--- src/rtl/flipper_bus_pkg.sv ---
// Shared types and constants for the Flipper CPU register bus router.
// Holds the router FSM states, the error read-data value and the selector-width helper.
package flipper_bus_pkg;

  typedef enum logic [1:0] {
    ST_IDLE  = 2'd0,
    ST_ISSUE = 2'd1,
    ST_WAIT  = 2'd2,
    ST_RESP  = 2'd3
  } bus_state_e;

  localparam int MAX_DATA_WIDTH = 256;

  // Read data returned on a decode miss or timeout; sliced to the bus width by users.
  localparam logic [MAX_DATA_WIDTH-1:0] ERR_RDATA = '0;

  localparam int DEF_ADDR_WIDTH  = 16;
  localparam int DEF_LOCAL_WIDTH = 12;

  function automatic int sel_width(input int addr_w, input int local_w);
    return addr_w - local_w;
  endfunction

  localparam int DEF_SEL_WIDTH = sel_width(DEF_ADDR_WIDTH, DEF_LOCAL_WIDTH);

endpackage

--- src/rtl/bus_timeout_counter.sv ---
// Saturating wait-state counter for the bus router.
// expired is high once TIMEOUT-1 enabled cycles have elapsed since the last clear.
module bus_timeout_counter #(
  parameter int TIMEOUT = 256
) (
  input  logic clk,
  input  logic reset,
  input  logic clear,
  input  logic enable,
  output logic expired
);

  localparam int CNT_W = $clog2(TIMEOUT + 1);
  localparam logic [CNT_W-1:0] LIMIT = CNT_W'(TIMEOUT - 1);

  logic [CNT_W-1:0] cnt_q, cnt_d;

  always_comb begin
    cnt_d = cnt_q;
    if (clear) begin
      cnt_d = '0;
    end else if (enable && (cnt_q != LIMIT)) begin
      // Holding at LIMIT keeps the count from ever wrapping.
      cnt_d = cnt_q + 1'b1;
    end
  end

  always_ff @(posedge clk or posedge reset) begin
    if (reset) begin
      cnt_q <= '0;
    end else begin
      cnt_q <= cnt_d;
    end
  end

  assign expired = (cnt_q == LIMIT);

endmodule

--- src/rtl/cpu_bus_router.sv ---
// Routes one CPU register access to one of NUM_SLAVES Flipper sub-blocks by upper address bits,
// with per-slave ready wait states, read-data capture, decode/timeout errors and overrun flagging.
module cpu_bus_router
  import flipper_bus_pkg::*;
#(
  parameter int NUM_SLAVES  = 4,
  parameter int ADDR_WIDTH  = 16,
  parameter int LOCAL_WIDTH = 12,
  parameter int DATA_WIDTH  = 32,
  parameter int TIMEOUT     = 256,
  parameter logic [NUM_SLAVES-1:0] SLAVE_MASK = {NUM_SLAVES{1'b1}}
) (
  input  logic                             clk,
  input  logic                             reset,
  input  logic                             cpu_read,
  input  logic                             cpu_write,
  input  logic [ADDR_WIDTH-1:0]            cpu_addr,
  input  logic [DATA_WIDTH-1:0]            cpu_wdata,
  output logic [DATA_WIDTH-1:0]            cpu_rdata,
  output logic                             cpu_done,
  output logic                             cpu_error,
  output logic                             cpu_busy,
  output logic                             cpu_overrun,
  output logic [NUM_SLAVES-1:0]            s_read,
  output logic [NUM_SLAVES-1:0]            s_write,
  output logic [LOCAL_WIDTH-1:0]           s_addr,
  output logic [DATA_WIDTH-1:0]            s_wdata,
  input  logic [NUM_SLAVES*DATA_WIDTH-1:0] s_rdata,
  input  logic [NUM_SLAVES-1:0]            s_ready
);

  localparam int SEL_W = sel_width(ADDR_WIDTH, LOCAL_WIDTH);
  localparam logic [DATA_WIDTH-1:0] ERR_VAL = ERR_RDATA[DATA_WIDTH-1:0];

  bus_state_e state_q, state_d;

  logic                   op_write_q, op_write_d;
  logic [SEL_W-1:0]       sel_q, sel_d;
  logic [LOCAL_WIDTH-1:0] addr_q, addr_d;
  logic [DATA_WIDTH-1:0]  wdata_q, wdata_d;
  logic [DATA_WIDTH-1:0]  rdata_q, rdata_d;
  logic                   err_q, err_d;
  logic                   overrun_q, overrun_d;

  logic                   cnt_clear;
  logic                   cnt_en;
  logic                   cnt_expired;

  logic [SEL_W-1:0]       req_sel;
  logic                   req_hit;
  logic                   cpu_req;
  logic [NUM_SLAVES-1:0]  sel_onehot;
  logic                   sel_ready;
  logic [DATA_WIDTH-1:0]  sel_rdata;

  assign req_sel = cpu_addr[ADDR_WIDTH-1:LOCAL_WIDTH];
  assign cpu_req = cpu_read | cpu_write;

  // A selector hits only if it names an existing, populated slave.
  always_comb begin
    req_hit = 1'b0;
    for (int i = 0; i < NUM_SLAVES; i++) begin
      if ((SEL_W'(i) == req_sel) && SLAVE_MASK[i]) begin
        req_hit = 1'b1;
      end
    end
  end

  // Only the latched slave's ready and read data are observed.
  always_comb begin
    sel_onehot = '0;
    sel_ready  = 1'b0;
    sel_rdata  = '0;
    for (int i = 0; i < NUM_SLAVES; i++) begin
      if (SEL_W'(i) == sel_q) begin
        sel_onehot[i] = 1'b1;
        sel_ready     = s_ready[i];
        sel_rdata     = s_rdata[i*DATA_WIDTH +: DATA_WIDTH];
      end
    end
  end

  always_comb begin
    state_d    = state_q;
    op_write_d = op_write_q;
    sel_d      = sel_q;
    addr_d     = addr_q;
    wdata_d    = wdata_q;
    rdata_d    = rdata_q;
    err_d      = err_q;
    overrun_d  = (state_q != ST_IDLE) && cpu_req;
    cnt_clear  = 1'b1;
    cnt_en     = 1'b0;

    case (state_q)
      ST_IDLE: begin
        if (cpu_req) begin
          // Write has priority when both strobes arrive together.
          op_write_d = cpu_write;
          sel_d      = req_sel;
          addr_d     = cpu_addr[LOCAL_WIDTH-1:0];
          wdata_d    = cpu_wdata;
          err_d      = 1'b0;
          if (req_hit) begin
            state_d = ST_ISSUE;
          end else begin
            err_d = 1'b1;
            if (!cpu_write) begin
              rdata_d = ERR_VAL;
            end
            state_d = ST_RESP;
          end
        end
      end

      ST_ISSUE: begin
        cnt_clear = 1'b0;
        cnt_en    = 1'b1;
        if (sel_ready) begin
          if (!op_write_q) begin
            rdata_d = sel_rdata;
          end
          err_d   = 1'b0;
          state_d = ST_RESP;
        end else begin
          state_d = ST_WAIT;
        end
      end

      ST_WAIT: begin
        cnt_clear = 1'b0;
        cnt_en    = 1'b1;
        // Ready on the final counted cycle still completes without error.
        if (sel_ready) begin
          if (!op_write_q) begin
            rdata_d = sel_rdata;
          end
          err_d   = 1'b0;
          state_d = ST_RESP;
        end else if (cnt_expired) begin
          if (!op_write_q) begin
            rdata_d = ERR_VAL;
          end
          err_d   = 1'b1;
          state_d = ST_RESP;
        end
      end

      ST_RESP: begin
        state_d = ST_IDLE;
      end

      default: begin
        state_d = ST_IDLE;
      end
    endcase
  end

  always_ff @(posedge clk or posedge reset) begin
    if (reset) begin
      state_q    <= ST_IDLE;
      op_write_q <= 1'b0;
      sel_q      <= '0;
      addr_q     <= '0;
      wdata_q    <= '0;
      rdata_q    <= '0;
      err_q      <= 1'b0;
      overrun_q  <= 1'b0;
    end else begin
      state_q    <= state_d;
      op_write_q <= op_write_d;
      sel_q      <= sel_d;
      addr_q     <= addr_d;
      wdata_q    <= wdata_d;
      rdata_q    <= rdata_d;
      err_q      <= err_d;
      overrun_q  <= overrun_d;
    end
  end

  bus_timeout_counter #(
    .TIMEOUT (TIMEOUT)
  ) u_timeout (
    .clk     (clk),
    .reset   (reset),
    .clear   (cnt_clear),
    .enable  (cnt_en),
    .expired (cnt_expired)
  );

  // Strobes are pure decodes of the ISSUE state, so they last exactly one cycle.
  assign s_read      = ((state_q == ST_ISSUE) && !op_write_q) ? sel_onehot : '0;
  assign s_write     = ((state_q == ST_ISSUE) &&  op_write_q) ? sel_onehot : '0;
  assign s_addr      = addr_q;
  assign s_wdata     = wdata_q;
  assign cpu_rdata   = rdata_q;
  assign cpu_done    = (state_q == ST_RESP);
  assign cpu_error   = (state_q == ST_RESP) && err_q;
  assign cpu_busy    = (state_q != ST_IDLE);
  assign cpu_overrun = overrun_q;

endmodule
--- config.mk ---
export PLATFORM = sky130hd
export DESIGN_NAME = cpu_bus_router
export DESIGN_NICKNAME = d
export VERILOG_FILES = /design/src/rtl/flipper_bus_pkg.sv /design/src/rtl/bus_timeout_counter.sv /design/src/rtl/cpu_bus_router.sv
export SDC_FILE = /design/constraint.sdc
export NUM_CORES = 1
export LEC_CHECK = 0
export CORE_AREA = 2 2 119 121
export DETAILED_ROUTE_END_ITERATION = 12
export DIE_AREA = 0 0 121 123
export GPL_ROUTABILITY_DRIVEN = 0
export PLACE_DENSITY = 0.8
export SYNTH_ARGS = -nofsm -noshare
export SYNTH_HDL_FRONTEND = slang
export SYNTH_HIERARCHICAL = 1
export SYNTH_SLANG_ARGS = --single-unit
--- constraint.sdc ---
create_clock -name clk -period 3.2 [get_ports clk]
set_input_delay 0.64 -clock clk [delete_from_list [all_inputs] [get_ports clk]]
set_output_delay 0.64 -clock clk [all_outputs]
set_load 0.05 [all_outputs]
==> qor.tcl <==
set qor(net-switching-power_uw) 3950
set qor(clockPowerShare_pct) 13.3
set qor(finalNetCount) 982
set qor(start_util_pct) 39.9
set qor(min_period_ns) 3.03
set qor(fp.dieW_um) 121
set qor(ir_worst_vdd_mv) 1.24
set qor(worstSetupEndpoint) {s_read[3]}
set qor(timing.rr.end) {cpu_rdata[18]}
set qor(grt.total_usage_pct) 22.9
set qor(synth-main-ff-cell) {dfrtp_1}
set qor(drtIter0Drc) 296
set qor(avgSynthCellArea_um2) 9.92
set qor(die_h_um) 123
set qor(worst_setup_path_startpoint) {state_q[1]}
set qor(tritoncts.num_buffers) 9
set qor(worst_skew_pair_later_pin_latency_ns) 0.35
set qor(post_cts_hold_buffer_count) 0
set qor(first_pass_grt_wire_length_um) 26500
set qor(cts_resized) 0
set qor(power.internal_uw) 4210
set qor(residual_antenna_violating_net_count_after_detailed_routing) 0
set qor(tightestPinTransition_ns) 0.825
set qor(netlist_instances) 548
set qor(cts_root_buf) {clkbuf_16}
set qor(mappedNetlistNets) 738
set qor(post_synth_arst_share_pct) 100
set qor(route.vias.total) 5190
set qor(drt_pre_antenna_iters) 5
set qor(sequential_cell_area_um2) 2360
set qor(tritoncts_clock_tree) {yes}
set qor(syn_to_final_growth_pct) 56.3
set qor(slew-limit-headroom_pct) 45.0
set qor(final_cycle_utilization_of_the_critical_path_pct) 94.8
set qor(layout_setup_ws_ns) 0.168
set qor(worst_ep_required_time_ns) 2.56
set qor(max-cap-violations) 0
set qor(post_synth_num_cell_types) 51
set qor(setup_total_negative_slack_ns) 0
set qor(via_density_per_instance) 5.31
set qor(drive_above_1_share_pct) 11.8
set qor(post_cts.repair.setup_buffers) 0
set qor(switching_share_of_power_pct) 48.4
set qor(gr-total-overflow) 0
set qor(r2r.worst_path.cells) 9
set qor(timing.setup.critical_path_class) {register to primary output}
set qor(timing.hold.worst.class) {register to register}
set qor(fmaxAchievable_ghz) 0.330
set qor(antenna_found_initial) 0
set qor(route.detailed.drc) 0
set qor(placement.setup.worst_slack_ns) 0.575
set qor(ys_seq_elements) 94
set qor(detail_route.wl_per_cell_um) 18.0
set qor(report.final.hold_viol_count) 0
set qor(sequentialPowerShare_pct) 23.2
set qor(worst_ep_arrival_time_ns) 2.39
set qor(rr_startpoint) {u_timeout/cnt_q[0]}
set qor(n_antenna_cell) 0
set qor(wl_um) 17600
set qor(dp.final_hpwl_um) 13400
set qor(timing.clock.skew_ns) 0.00952
set qor(status) {finished, final reports clean}
set qor(rsz0062_at_grt) {no}
set qor(cts.htree.levels) 3
set qor(fillerInstances) 1092
set qor(clk_pin_slew_ns) 0.07
set qor(synth-edff-count) 0
set qor(final_max_slew_violation_count) 0
set qor(numClockSinks) 94
set qor(fp.coreArea_um2) 13600
set qor(total_leakage_power_uw) 0.00345
set qor(rrSetupSlack_ns) 0.89
set qor(finish.utilization_pct) 62.4
set qor(io_buffers) 271
set qor(first_global_vias) 5136
set qor(setup-violations-final) 0
set qor(startpoint_type) {register}
set qor(dieArea_um2) 14900
set qor(gate_power_share_pct) 63.5
set qor(multi_input_logic_area_um2) 2560
set qor(power_density_nw_per_um2) 961
set qor(yosys_warnings) 6
set qor(longest_clk_path_bufs) 2
set qor(cp-end-kind) {primary output}
set qor(largest_net_degree_at_the_start_of_global_routing) 102
set qor(boundaryPins) 272
set qor(fp-row-count) 43
set qor(syn_area_um2) 5430
set qor(synth_seq_area_share_pct) 43.3
set qor(critical_path.max_fanout) 9
[state kept, by name, summed over array words and instances, names as in the netlist]
register	count
cpu_overrun	1
cpu_rdata	32
err_q	1
op_write_q	1
s_addr	12
s_wdata	32
sel_q	4
state_q	2
u_timeout/cnt_q	9
[power by group through the flow]
stage | clock (uW) | sequential, uW | combinational [uW]
finish | 1080 | 1890 | 5180
global route | 1170 | 1950 | 5530
CTS | 1110 | 1890 | 5200
detailed placement | 0 | 1910 | 5180
global placement | 0 | 1880 | 5070
floorplan | 0 | 3140 | 2500
[kinds of logic after synthesis]
group                      Yosys count  synth area share [%]
adders and majority gates            6                  1.38
AOI/OAI and AO/OA                  158                  22.5
muxes                               50                  10.3
and+or+nand+nor                    118                  12.4
xor gates and xnor gates             2                 0.322
DFF                                 94                  43.3
buffers and inverters              120                  9.81
[cells in the mapped netlist, types with 2 or more instances]
master / count / area, um^2
o21ai_0: 4 / 20.0
buf_6: 6 / 67.6
dfrtp_1: 94 / 2350
nor2_2: 2 / 12.5
ha_1: 6 / 75.1
a221oi_1: 63 / 552
or3_1: 2 / 12.5
inv_1: 73 / 274
buf_4: 4 / 30.0
nor2_1: 14 / 52.6
or4_1: 2 / 15.0
buf_1: 3 / 11.3
o21ai_1: 4 / 20.0
nand3_1: 3 / 15.0
mux2_2: 48 / 541
clkbuf_1: 16 / 60.1
and2_1: 2 / 12.5
o31ai_1: 3 / 22.5
a21oi_1: 40 / 200
buf_2: 17 / 85.1
and3_1: 2 / 12.5
xnor2_1: 2 / 17.5
nand3b_1: 2 / 15.0
nor3_1: 35 / 175
nand2_1: 6 / 22.5
nand2b_1: 39 / 244
a22o_1: 32 / 280
[metal layers]
metal / vias up / GRT usage, % / share of wire, %
met5: - / 0 / 0
met4: 0 / 7.49 / 2.7
met3: 29 / 6.04 / 7.1
met2: 200 / 42.7 / 52
met1: 2485 / 25.3 / 38
li1: 2476 / - / -
[per-stage QoR]
stage	cells	cell area, um^2	hold WS, ns	total power [uW]
global placement	961	8190	0.486	6950
floorplan	548	5430	0.456	5640
finish	977	8490	0.504	8160
CTS	977	8490	0.508	8210
detailed placement	961	8190	0.493	7090
global route	977	8490	0.526	8650
[how the worst min path moves through the flow]
stage	startpoint	endpoint	depth (start not counted)
final	s_wdata[0]	s_wdata[0]	1
after global routing	s_addr[6]	s_addr[6]	1
after CTS	s_wdata[25]	s_wdata[25]	1
after detailed placement	s_wdata[0]	s_wdata[0]	1
after global placement	s_wdata[6]	s_wdata[6]	1
after floorplan	err_q	err_q	1
[placed cells by master (no fill, tap or decap), drive strengths merged, types with 2 or more instances in the layout]
master | netlist | final
nand3b | 2 | 2
o21ai | 8 | 8
clkbuf | 17 | 10
nand4b | 2 | 2
mux2 | 49 | 49
inv | 73 | 73
a221oi | 63 | 63
a22o | 33 | 33
and2 | 2 | 2
nand2 | 6 | 6
a21oi | 41 | 41
clkdlybuf4s50 | 0 | 264
clkinv | 0 | 3
clkinvlp | 0 | 2
nor3 | 35 | 35
ha | 6 | 6
buf | 30 | 16
or4 | 2 | 2
o211ai | 2 | 2
nor2 | 17 | 17
or3 | 3 | 3
nand2b | 39 | 39
nand3 | 3 | 3
and3 | 2 | 2
dfrtp | 94 | 94
o31ai | 3 | 3
xnor2 | 2 | 2
a22oi | 2 | 2
[layout make-up]
cell class	instances	area share, %
repair buffers	280	32.7
multi-input cells	334	30.2
flip-flops and latches	94	27.7
inverters	73	3.24
clock buffers	10	2.70
well taps	180	2.65
clock inverters	6	0.840
[critical path, cell delays in order (launching register included)]
cell and delay (ns):
dfrtp_1 0.42, inv_1 0.12, ha_1 0.33, nor4b_1 0.32
clkdlybuf4s50_1 0.87
No activity file was read; power rests on OpenSTA's default activity.
